### config.mk
export PLATFORM = sky130hd
export DESIGN_NAME = prog_loader_flat
export DESIGN_NICKNAME = d
export VERILOG_FILES = /design/src/rtl/uart_pkg.sv /design/src/rtl/prog_loader_if.sv /design/src/rtl/uart_axil_read.sv /design/src/rtl/prog_loader.sv /design/src/flat_wrapper.sv
export SDC_FILE = /design/constraint.sdc
export NUM_CORES = 1
export LEC_CHECK = 0
export CAP_MARGIN = 20
export CORE_UTILIZATION = 32
export DETAILED_ROUTE_END_ITERATION = 8
export DONT_BUFFER_PORTS = 1
export SYNTH_ARGS = -nofsm -noshare
export SYNTH_HDL_FRONTEND = slang
export SYNTH_SLANG_ARGS = --single-unit
### constraint.sdc
create_clock -name clk -period 2.5 [get_ports clk]
set_input_delay 0.375 -clock clk [delete_from_list [all_inputs] [get_ports clk]]
set_output_delay 0.375 -clock clk [all_outputs]
set_load 0.005 [all_outputs]
### src/rtl/uart_pkg.sv
// Shared UART definitions for the program loader slice.
//   uart_reg_e     : AXI4-lite register offsets of the UART block
//   loader_state_e : program loader FSM states
//   shift_in_byte  : big-endian byte accumulator (first byte ends up in [31:24])
package uart_pkg;

  typedef enum logic [3:0] {
    RX_FIFO  = 4'h0,
    TX_FIFO  = 4'h4,
    STAT_REG = 4'h8,
    CTRL_REG = 4'hC
  } uart_reg_e;

  typedef enum logic [2:0] {
    IDLE,
    STAT_AR,
    STAT_R,
    FIFO_AR,
    FIFO_R,
    WRITE,
    DONE,
    ERR
  } loader_state_e;

  localparam int STAT_RX_VALID_BIT = 0;

  function automatic logic [31:0] shift_in_byte(input logic [31:0] acc, input logic [7:0] b);
    return {acc[23:0], b};
  endfunction

endpackage

### src/rtl/prog_loader_if.sv
// AXI4-lite read channel between the program loader and the UART.
//   master : loader side (drives araddr/arvalid/rready)
//   slave  : UART side   (drives arready/rdata/rresp/rvalid)
interface prog_loader_if;
  logic [3:0]  araddr;
  logic        arvalid;
  logic        arready;
  logic [31:0] rdata;
  logic [1:0]  rresp;
  logic        rvalid;
  logic        rready;

  modport master (
    output araddr, arvalid, rready,
    input  arready, rdata, rresp, rvalid
  );

  modport slave (
    input  araddr, arvalid, rready,
    output arready, rdata, rresp, rvalid
  );
endinterface

### src/rtl/uart_axil_read.sv
// Single-beat AXI4-lite read master.
//   clk, rstn : clock, synchronous active-low reset
//   en        : hold high for the whole read; dropping it abandons the read
//   addr      : register to read, presented on araddr while en is high
//   axi       : read channel (master modport)
//   data      : read data, valid when done=1
//   done      : R handshake happens this cycle
//   resp_err  : R handshake with a non-OKAY response
// Address phase and data phase are exclusive, so arvalid and rready are
// never high together and at most one read is outstanding.
module uart_axil_read
  import uart_pkg::*;
(
  input  logic              clk,
  input  logic              rstn,
  input  logic              en,
  input  uart_reg_e         addr,
  prog_loader_if.master     axi,
  output logic [31:0]       data,
  output logic              done,
  output logic              resp_err
);

  logic data_ph;
  logic rready_i;

  always_ff @(posedge clk) begin
    if (!rstn) begin
      data_ph <= 1'b0;
    end else if (!en) begin
      data_ph <= 1'b0;
    end else if (!data_ph && axi.arready) begin
      data_ph <= 1'b1;
    end else if (data_ph && axi.rvalid) begin
      data_ph <= 1'b0;
    end
  end

  assign rready_i    = en & data_ph;
  assign axi.araddr  = addr;
  assign axi.arvalid = en & ~data_ph;
  assign axi.rready  = rready_i;

  assign done     = axi.rvalid & rready_i;
  assign data     = axi.rdata;
  assign resp_err = done & (axi.rresp != 2'b00);

endmodule

### src/rtl/prog_loader.sv
// Program loader: pulls a length-prefixed big-endian byte stream out of the
// UART RX FIFO and writes it word by word into the instruction BRAM.
//   clk, rstn   : clock, synchronous active-low reset
//   start       : begin a load (ignored while busy)
//   uart_axi    : AXI4-lite read master towards the UART
//   inst_addra  : BRAM byte address {word_count, 2'b00}
//   inst_dina   : BRAM write data
//   inst_wea    : BRAM byte enables, 4'hF for one cycle per word
//   busy        : load in progress
//   done / err  : load finished / aborted, held until next start or reset
//   word_count  : words written so far
//
// state   | meaning
// IDLE    | waiting for start after reset
// STAT_AR | address phase of a STAT_REG poll
// STAT_R  | data phase of a STAT_REG poll, bit0 says a byte is waiting
// FIFO_AR | address phase of an RX_FIFO read
// FIFO_R  | data phase of an RX_FIFO read, byte taken from rdata[7:0]
// WRITE   | one-cycle BRAM write of the assembled word
// DONE    | all N words written (or N=0)
// ERR     | bad response or N larger than the BRAM
module prog_loader
  import uart_pkg::*;
#(
  parameter int MAX_WORDS = 16384
) (
  input  logic              clk,
  input  logic              rstn,
  input  logic              start,
  prog_loader_if.master     uart_axi,
  output logic [31:0]       inst_addra,
  output logic [31:0]       inst_dina,
  output logic [3:0]        inst_wea,
  output logic              busy,
  output logic              done,
  output logic              err,
  output logic [29:0]       word_count
);

  // Counts header plus payload bytes; sized so 4*MAX_WORDS+4 never wraps.
  localparam int BCNT_W = $clog2(4 * MAX_WORDS + 5);

  loader_state_e     state, state_nxt;
  logic [BCNT_W-1:0] byte_cnt;
  logic [31:0]       header;
  logic [31:0]       word_q;
  logic [29:0]       wc_q;

  logic              rd_en;
  uart_reg_e         rd_addr;
  logic [31:0]       rd_data;
  logic              rd_done;
  logic              rd_err;
  logic              rd_data_unused;

  logic              idle_like;
  logic              in_header;
  logic              byte_take;
  logic [7:0]        rx_byte;
  logic [31:0]       hdr_full;

  uart_axil_read u_rd (
    .clk      (clk),
    .rstn     (rstn),
    .en       (rd_en),
    .addr     (rd_addr),
    .axi      (uart_axi),
    .data     (rd_data),
    .done     (rd_done),
    .resp_err (rd_err)
  );

  // Read enable/address come straight from the state so the next-state logic
  // has no combinational path back through the read master.
  assign rd_en   = (state == STAT_AR) || (state == STAT_R) ||
                   (state == FIFO_AR) || (state == FIFO_R);
  assign rd_addr = ((state == FIFO_AR) || (state == FIFO_R)) ? RX_FIFO : STAT_REG;

  assign idle_like      = (state == IDLE) || (state == DONE) || (state == ERR);
  assign in_header      = (byte_cnt < BCNT_W'(4));
  assign rx_byte        = rd_data[7:0];
  assign hdr_full       = shift_in_byte(header, rx_byte);
  assign byte_take      = (state == FIFO_R) && rd_done && !rd_err;
  assign rd_data_unused = ^rd_data[31:8];

  always_comb begin
    state_nxt = state;
    case (state)
      IDLE, DONE, ERR: begin
        if (start) state_nxt = STAT_AR;
      end
      STAT_AR: begin
        if (uart_axi.arready) state_nxt = STAT_R;
      end
      STAT_R: begin
        if (rd_done) begin
          if (rd_err)                          state_nxt = ERR;
          else if (rd_data[STAT_RX_VALID_BIT]) state_nxt = FIFO_AR;
          else                                 state_nxt = STAT_AR;
        end
      end
      FIFO_AR: begin
        if (uart_axi.arready) state_nxt = FIFO_R;
      end
      FIFO_R: begin
        if (rd_done) begin
          if (rd_err) begin
            state_nxt = ERR;
          end else if (in_header) begin
            if (byte_cnt[1:0] != 2'd3)         state_nxt = STAT_AR;
            else if (hdr_full == 32'd0)        state_nxt = DONE;
            else if (hdr_full > 32'(MAX_WORDS)) state_nxt = ERR;
            else                               state_nxt = STAT_AR;
          end else if (byte_cnt[1:0] == 2'd3) begin
            state_nxt = WRITE;
          end else begin
            state_nxt = STAT_AR;
          end
        end
      end
      WRITE: begin
        if ({2'b00, wc_q + 30'd1} == header) state_nxt = DONE;
        else                                 state_nxt = STAT_AR;
      end
      default: state_nxt = IDLE;
    endcase
  end

  always_ff @(posedge clk) begin
    if (!rstn) begin
      state    <= IDLE;
      byte_cnt <= '0;
      header   <= '0;
      word_q   <= '0;
      wc_q     <= '0;
    end else begin
      state <= state_nxt;
      if (idle_like && start) begin
        byte_cnt <= '0;
        header   <= '0;
        wc_q     <= '0;
      end
      if (byte_take) begin
        byte_cnt <= byte_cnt + BCNT_W'(1);
        if (in_header) header <= hdr_full;
        else           word_q <= shift_in_byte(word_q, rx_byte);
      end
      if (state == WRITE) wc_q <= wc_q + 30'd1;
    end
  end

  assign inst_wea   = (state == WRITE) ? 4'hF : 4'h0;
  assign inst_addra = {wc_q, 2'b00};
  assign inst_dina  = word_q;
  assign word_count = wc_q;
  assign busy       = !idle_like;
  assign done       = (state == DONE);
  assign err        = (state == ERR);

endmodule
### src/flat_wrapper.sv
// flat-port wrapper written by rule: the top's interface ports become plain ports
module prog_loader_flat import uart_pkg::*;
#(
  parameter int MAX_WORDS = 16384
)
  (clk, rstn, start, inst_addra, inst_dina, inst_wea, busy, done, err, word_count, uart_axi_araddr, uart_axi_arvalid, uart_axi_rready, uart_axi_arready, uart_axi_rdata, uart_axi_rresp, uart_axi_rvalid);
  prog_loader_if uart_axi_i ();
  input  logic clk;
  input  logic rstn;
  input  logic start;
  output logic [31:0] inst_addra;
  output logic [31:0] inst_dina;
  output logic [3:0] inst_wea;
  output logic busy;
  output logic done;
  output logic err;
  output logic [29:0] word_count;
  output wire logic [$bits(uart_axi_i.araddr)-1:0] uart_axi_araddr;
  output wire logic [$bits(uart_axi_i.arvalid)-1:0] uart_axi_arvalid;
  output wire logic [$bits(uart_axi_i.rready)-1:0] uart_axi_rready;
  input wire logic [$bits(uart_axi_i.arready)-1:0] uart_axi_arready;
  input wire logic [$bits(uart_axi_i.rdata)-1:0] uart_axi_rdata;
  input wire logic [$bits(uart_axi_i.rresp)-1:0] uart_axi_rresp;
  input wire logic [$bits(uart_axi_i.rvalid)-1:0] uart_axi_rvalid;
  assign uart_axi_araddr = uart_axi_i.araddr;
  assign uart_axi_arvalid = uart_axi_i.arvalid;
  assign uart_axi_rready = uart_axi_i.rready;
  assign uart_axi_i.arready = uart_axi_arready;
  assign uart_axi_i.rdata = uart_axi_rdata;
  assign uart_axi_i.rresp = uart_axi_rresp;
  assign uart_axi_i.rvalid = uart_axi_rvalid;
  prog_loader #(.MAX_WORDS(MAX_WORDS)) u_core (.clk(clk), .rstn(rstn), .start(start), .uart_axi(uart_axi_i), .inst_addra(inst_addra), .inst_dina(inst_dina), .inst_wea(inst_wea), .busy(busy), .done(done), .err(err), .word_count(word_count));
endmodule
=== Yosys cells after proc, flatten, opt, wreduce, memory -nomap -nowiden ===
Cells that the tools add are included.

* Order comparisons: 2
* Reductions and logical operators: 24
* Eq/ne operators: 15
* Bitwise gates (word level): 6
* $add $sub $neg: 2
* Muxes and demuxes: 26

{| class="wikitable"
|+ Operator list
! operator !! number
|-
| 32-bit two-way mux || 3
|-
| 30-bit two-way mux || 2
|-
| 3-bit two-way mux || 13
|-
| 17-bit two-way mux || 2
|-
| 30-bit by 32-bit == test with 1-bit output || 1
|-
| 32-bit by 15-bit greater-than comparator with 1-bit output (second input constant) || 1
|-
| 32-bit zero test || 1
|-
| 30-bit by 1-bit adder with 30-bit output (second input constant) || 1
|-
| 3-bit one-hot mux with 6 select lines || 1
|-
| 17-bit by 1-bit adder with 17-bit output (second input constant) || 1
|-
| 17-bit by 3-bit < comparator with 1-bit output (second input constant) || 1
|-
| 3-bit == test (second input constant) || 4
|-
| 4-bit two-way mux || 2
|-
| 2-bit inequality test (second input constant) || 4
|-
| 2-bit nonzero test || 4
|-
| 3-bit by 2-bit == test with 1-bit output (second input constant) || 2
|-
| 1-bit logical OR || 6
|-
| 1-bit logical AND || 5
|-
| 5-bit AND reduction || 1
|-
| 1-bit AND || 4
|-
| 2-bit by 1-bit inequality test with 1-bit output (second input constant) || 2
|-
| 2-bit AND reduction || 2
|-
| 3-bit by 1-bit == test with 1-bit output (second input constant) || 1
|-
| 1-bit zero test || 3
|-
| 6 further kinds || 8
|}

* Output and inout port bits: 107
* Input bits: 39
* Logic and storage cells: 81
* Flip-flop bits (word level): 115

=== Logic depth before layout (Yosys ltp) ===
* Word-level depth: 10
* Mapped depth: 9

=== Hierarchy ===
Synthesis repeated with hierarchy kept, for this count alone.

* Cells, all modules: 906
* Area total of the unflattened synthesis: 6905.4 µm²

{| class="wikitable"
|+ Modules (own cells, without submodules)
! module !! cells an instance !! area an instance (µm²) !! times used !! sequential area each (µm²)
|-
| prog_loader || 862 || 6568.8 || 1 || 2282.2
|-
| uart_axil_read || 44 || 336.6 || 1 || 20.0
|}

=== Worst setup path after synthesis ===
OpenSTA, ideal clock, no wires.

* Path type: register -> register
* Start point: register u_core.wc_q[0] (netlist: u_core.word_count[0])
* End point: register u_core.state[0]
* Data required time: 2370 ps
* Cell stages (with the launch flop): 10
* Path slack: 210 ps
* Arrival: 2160 ps
* Buffers on the path: 1
* Path through: dfxtp_1 ha_1 nand3_1 buf_2 or2_1 o31ai_1 nand4_1 nor4b_1 and3_1 o31ai_2

* Word-level cells in the longest chain between the ends: 4

{| class="wikitable"
|+ RTL lines
! item !! line !! source
|-
| from (decl) || prog_loader.sv:47 || <nowiki>logic [29:0] wc_q;</nowiki>
|-
| from (signal assigned) || prog_loader.sv:148 || <nowiki>if (state == WRITE) wc_q <= wc_q + 30'd1;</nowiki>
|-
| 30-bit by 1-bit adder with 30-bit output || prog_loader.sv:122 || <nowiki>if ({2'b00, wc_q + 30'd1} == header) state_nxt = DONE;</nowiki>
|-
| 30-bit by 32-bit == test with 1-bit output || prog_loader.sv:122 ||
|-
| 3-bit two-way mux || prog_loader.sv:122 ||
|-
| 3-bit one-hot mux with 6 select lines || prog_loader.sv:88 || <nowiki>case (state)</nowiki>
|-
| to (signal assigned) || prog_loader.sv:137 || <nowiki>state <= state_nxt;</nowiki>
|-
| to (decl) || prog_loader.sv:43 || <nowiki>loader_state_e state, state_nxt;</nowiki>
|}

Every way passes these cells.
A chain may end at the register's enable or synchronous reset.

=== Worst setup path in the final report ===
* Start point: register u_core.wc_q[0] (netlist: u_core.word_count[0])
* End point: register u_core.state[1]

Same word-level chain as after synthesis.

==> out/qor.txt <==
========================================================================================
Period minus WS final                                                            2386 ps
Number of DRC markers after the initial detailed-route iteration                     355
Root buffer cell                                                               clkbuf_16
Max-slew violations                                                                    0
Setup violations, final                                                                0
Max frequency                                                                 0.4191 GHz
Number of input and output port buffers inserted                                       0
Avg Inst Size Synth                                                           7.474 um^2
Total half-perimeter wirelength after legalization and detailed placement       13170 um
Nature of the critical path startpoint                                              flop
Post-route DRC violation count                                                         0
Antenna Diode Count                                                                    0
WL final                                                                        18560 um
DIE AREA                                                                      20680 um^2
Global-route wire length before repair                                          29570 um
Total grt overflow                                                                     0
Register area share after synthesis                                               35.78%
Core outline area                                                             19590 um^2
Number of primary I/O pins                                                           146
Total length of routed met2 wires                                                8643 um
Pin count of the biggest net entering global routing                                  38
Clk_lat worst skew                                                                420 ps
H-tree depth reported by CTS                                                           4
Count of filler cells inserted in the layout                                        2038
Chip height                                                                     143.8 um
CP bufs+invs                                                                           1
Critical Path AT                                                                 2740 ps
Cts-stage hold buffer count                                                            0
Final hold viol count                                                                  0
Worst path max stage delay                                                        370 ps
Slew at the pin closest to its max-slew limit                                   623.0 ps
Total power draw                                                                4.588 mW
Number of nets still failing antenna checks after routing                              0
Static leakage                                                                  2.719 nW
Avg WL per Cell                                                                 16.18 um
Worst clock skew                                                                13.16 ps
CTS Buf Count                                                                         17
Cell total after placement                                                          1113
Cell area after layout                                                         7542 um^2
Metal-1 WL                                                                       8497 um
Fraction of layout instances using a drive strength above 1                       15.87%
Count of synthesis-stage warnings from yosys                                           0
Cell Pwr Density                                                            608.3 nW/um^2
Slowest-stage cell, CP                                                            nor4_1
CTS clk-pin slew, worst paths                                                      60 ps
Number of nets in the finished design                                                911
Maximum fanout along the worst path                                                    5
Final std cells w/o fill                                                            1147
Nature of the critical path endpoint                                                flop
Initial core utilization                                                          32.85%
Area growth from synthesis to layout                                              17.21%
Sequential cell area                                                           2306 um^2
Post-DP Area                                                                   6879 um^2
Netlist cell types                                                                    67
Highest ir drop seen on vdd                                                    0.4285 mV
Maximum root-to-sink buffer count                                                      2
Die span in x                                                                   143.8 um
Met3 WL post-DR                                                                  1267 um
Commonest non-fill, non-tap cell in the layout                                   nand2_1
Clk sink count                                                                       115
Global placer's final weighted congestion                                         0.8349
Vias in the first global route                                                      5610
Number of violations of the max-capacitance limit                                      0
Post-synth top flop                                                              dfxtp_1
Total number of vias                                                                6144
Drt pass-1 iters                                                                       5
Share of the clock period used by the worst path after layout                     95.43%
Global routing usage summed across all routing layers                             18.53%
Combined area of the multi-input logic cells                                   3680 um^2
Ratio of routed vias to standard cells                                             5.357
Cells along the critical path                                               ha_1 -> nand3_2 -> buf_4 -> nor4_1 -> xor2_1 -> a211oi_1 -> nor4_2 -> nand4_1 -> a21oi_1
Number of flops mapped to enable cells by yosys                                        0
Worst-case hold slack                                                           85.38 ps
Number of antenna violations at the first check in global routing                      0
Synthesized instance count                                                           861
Number of rows in the core area                                                       51
Number of storage elements in the synthesis netlist                                  115
Clock tree from TritonCTS                                                            yes
Relative slew margins                                                             58.47%
Setup Crit Path Kind                                                        flop to flop
Required time worst endpoint                                                     2860 ps
Area of the mapped netlist                                                     6435 um^2
Highest metal layer with signal wires                                               met4
Share of synthesized registers carrying an async set or reset                         0%
Worst path top cell family by delay                                         simple AND/OR/NAND/NOR gates
Result of the run                                                           finished, final reports clean
Commonest cells after routing, fill and taps aside                          156 x nand2_1, 112 x a21oi_1, 112 x dfxtp_1
Class of the tightest hold or removal check                                 input port to flop
Utilization of the core after routing                                             38.50%
========================================================================================
## kinds of logic after synthesis
logic type      after synthesis  synth area share [%]
compound gates              193                 17.40
other cells                   1               0.05828
buf+inv                     104                 8.536
fa+ha+maj                     3                0.5834
flops                       115                 35.78
mux                           5                0.7972
simple gates                401                 31.54
xor+xnor                     39                 5.308
## registers in the layout (all words and copies together), names as in the netlist
register / cells
u_core.state: 3
u_core.u_rd.data_ph: 1
u_core.word_count: 30
u_core.inst_dina: 32
u_core.byte_cnt: 17
u_core.header: 32
## timing repair
item,CTS,global route
pin swaps,0,4
endpoints found under the hold margin,0,0
buffers inserted,0,2
setup endpoints to repair,3,3
gates resized for setup,1,15
## power by group
group	internal [mW]	switching (mW)
sequential	1.84	0.00753
clock	1.49	0.901
combinational	0.102	0.242
total	3.44	1.15
## worst reg2reg max path: stages, from the launching register on
cell      delay (ps)
dfxtp_1          320
ha_1             180
nand3_2          160
buf_4            220
nor4_1           370
xor2_1           190
a211oi_1         120
nor4_2           340
nand4_1          240
a21oi_1          170
## synth_stat cells, types with 4 or more instances
| cell | n | area share, % |
|---|---|---|
| nor4_1 | 20 | 1.9 |
| o211ai_1 | 10 | 1.2 |
| dfxtp_1 | 115 | 36 |
| inv_1 | 8 | 0.47 |
| and3_1 | 11 | 1.1 |
| nand2_1 | 156 | 9.1 |
| or3_1 | 14 | 1.4 |
| nand3_1 | 50 | 3.9 |
| nand4_1 | 21 | 2.0 |
| buf_4 | 38 | 4.4 |
| a21oi_1 | 113 | 8.8 |
| a31oi_1 | 6 | 0.58 |
| or2_2 | 4 | 0.39 |
| nor2_1 | 53 | 3.1 |
| xnor2_1 | 23 | 3.1 |
| and2_1 | 11 | 1.1 |
| nor3_1 | 20 | 1.6 |
| clkbuf_1 | 46 | 2.7 |
| xor2_1 | 16 | 2.2 |
| and4_1 | 9 | 1.2 |
| a211oi_1 | 6 | 0.70 |
| mux2i_1 | 4 | 0.62 |
| o31a_1 | 5 | 0.68 |
| a311oi_1 | 4 | 0.54 |
| o21ai_0 | 28 | 2.2 |
| buf_2 | 7 | 0.54 |
## path summary, 6_finish.rpt
check | start | to | slack [ps] | depth (start not counted)
min | rstn | u_core.byte_cnt[13] | 90 | 1
max reg2reg | u_core.word_count[0] | u_core.state[1] | 110 | 9
min reg2reg | u_core.inst_dina[25] | u_core.inst_dina[25] | 470 | 2
max | u_core.word_count[0] | u_core.state[1] | 110 | 9
## cell type report
class	instances	area share [%]
Tap cell	265	4.396
Multi-Input combinational cell	646	48.79
Inverter	9	0.4645
Clock inverter	12	1.725
Timing Repair Buffer	80	8.129
Sequential cell	115	30.57
Clock buffer	20	5.922
## stage by stage
| step | setup slack (ps) | setup TNS (ps) |
|---|---|---|
| after floorplan | 209.7 | 0 |
| after global placement | -81.83 | -224.3 |
| after detailed placement | -86.08 | -244.3 |
| after CTS | 9.075 | 0 |
| after global routing | -8.237 | -8.237 |
| final | 114.2 | 0 |
## layer usage
layer	vias up	track usage, %
li1	3032	-
met1	2916	23.88
met2	180	29.66
met3	16	5.765
met4	0	5.039
met5	-	0
(Power assumes the default switching activity.)
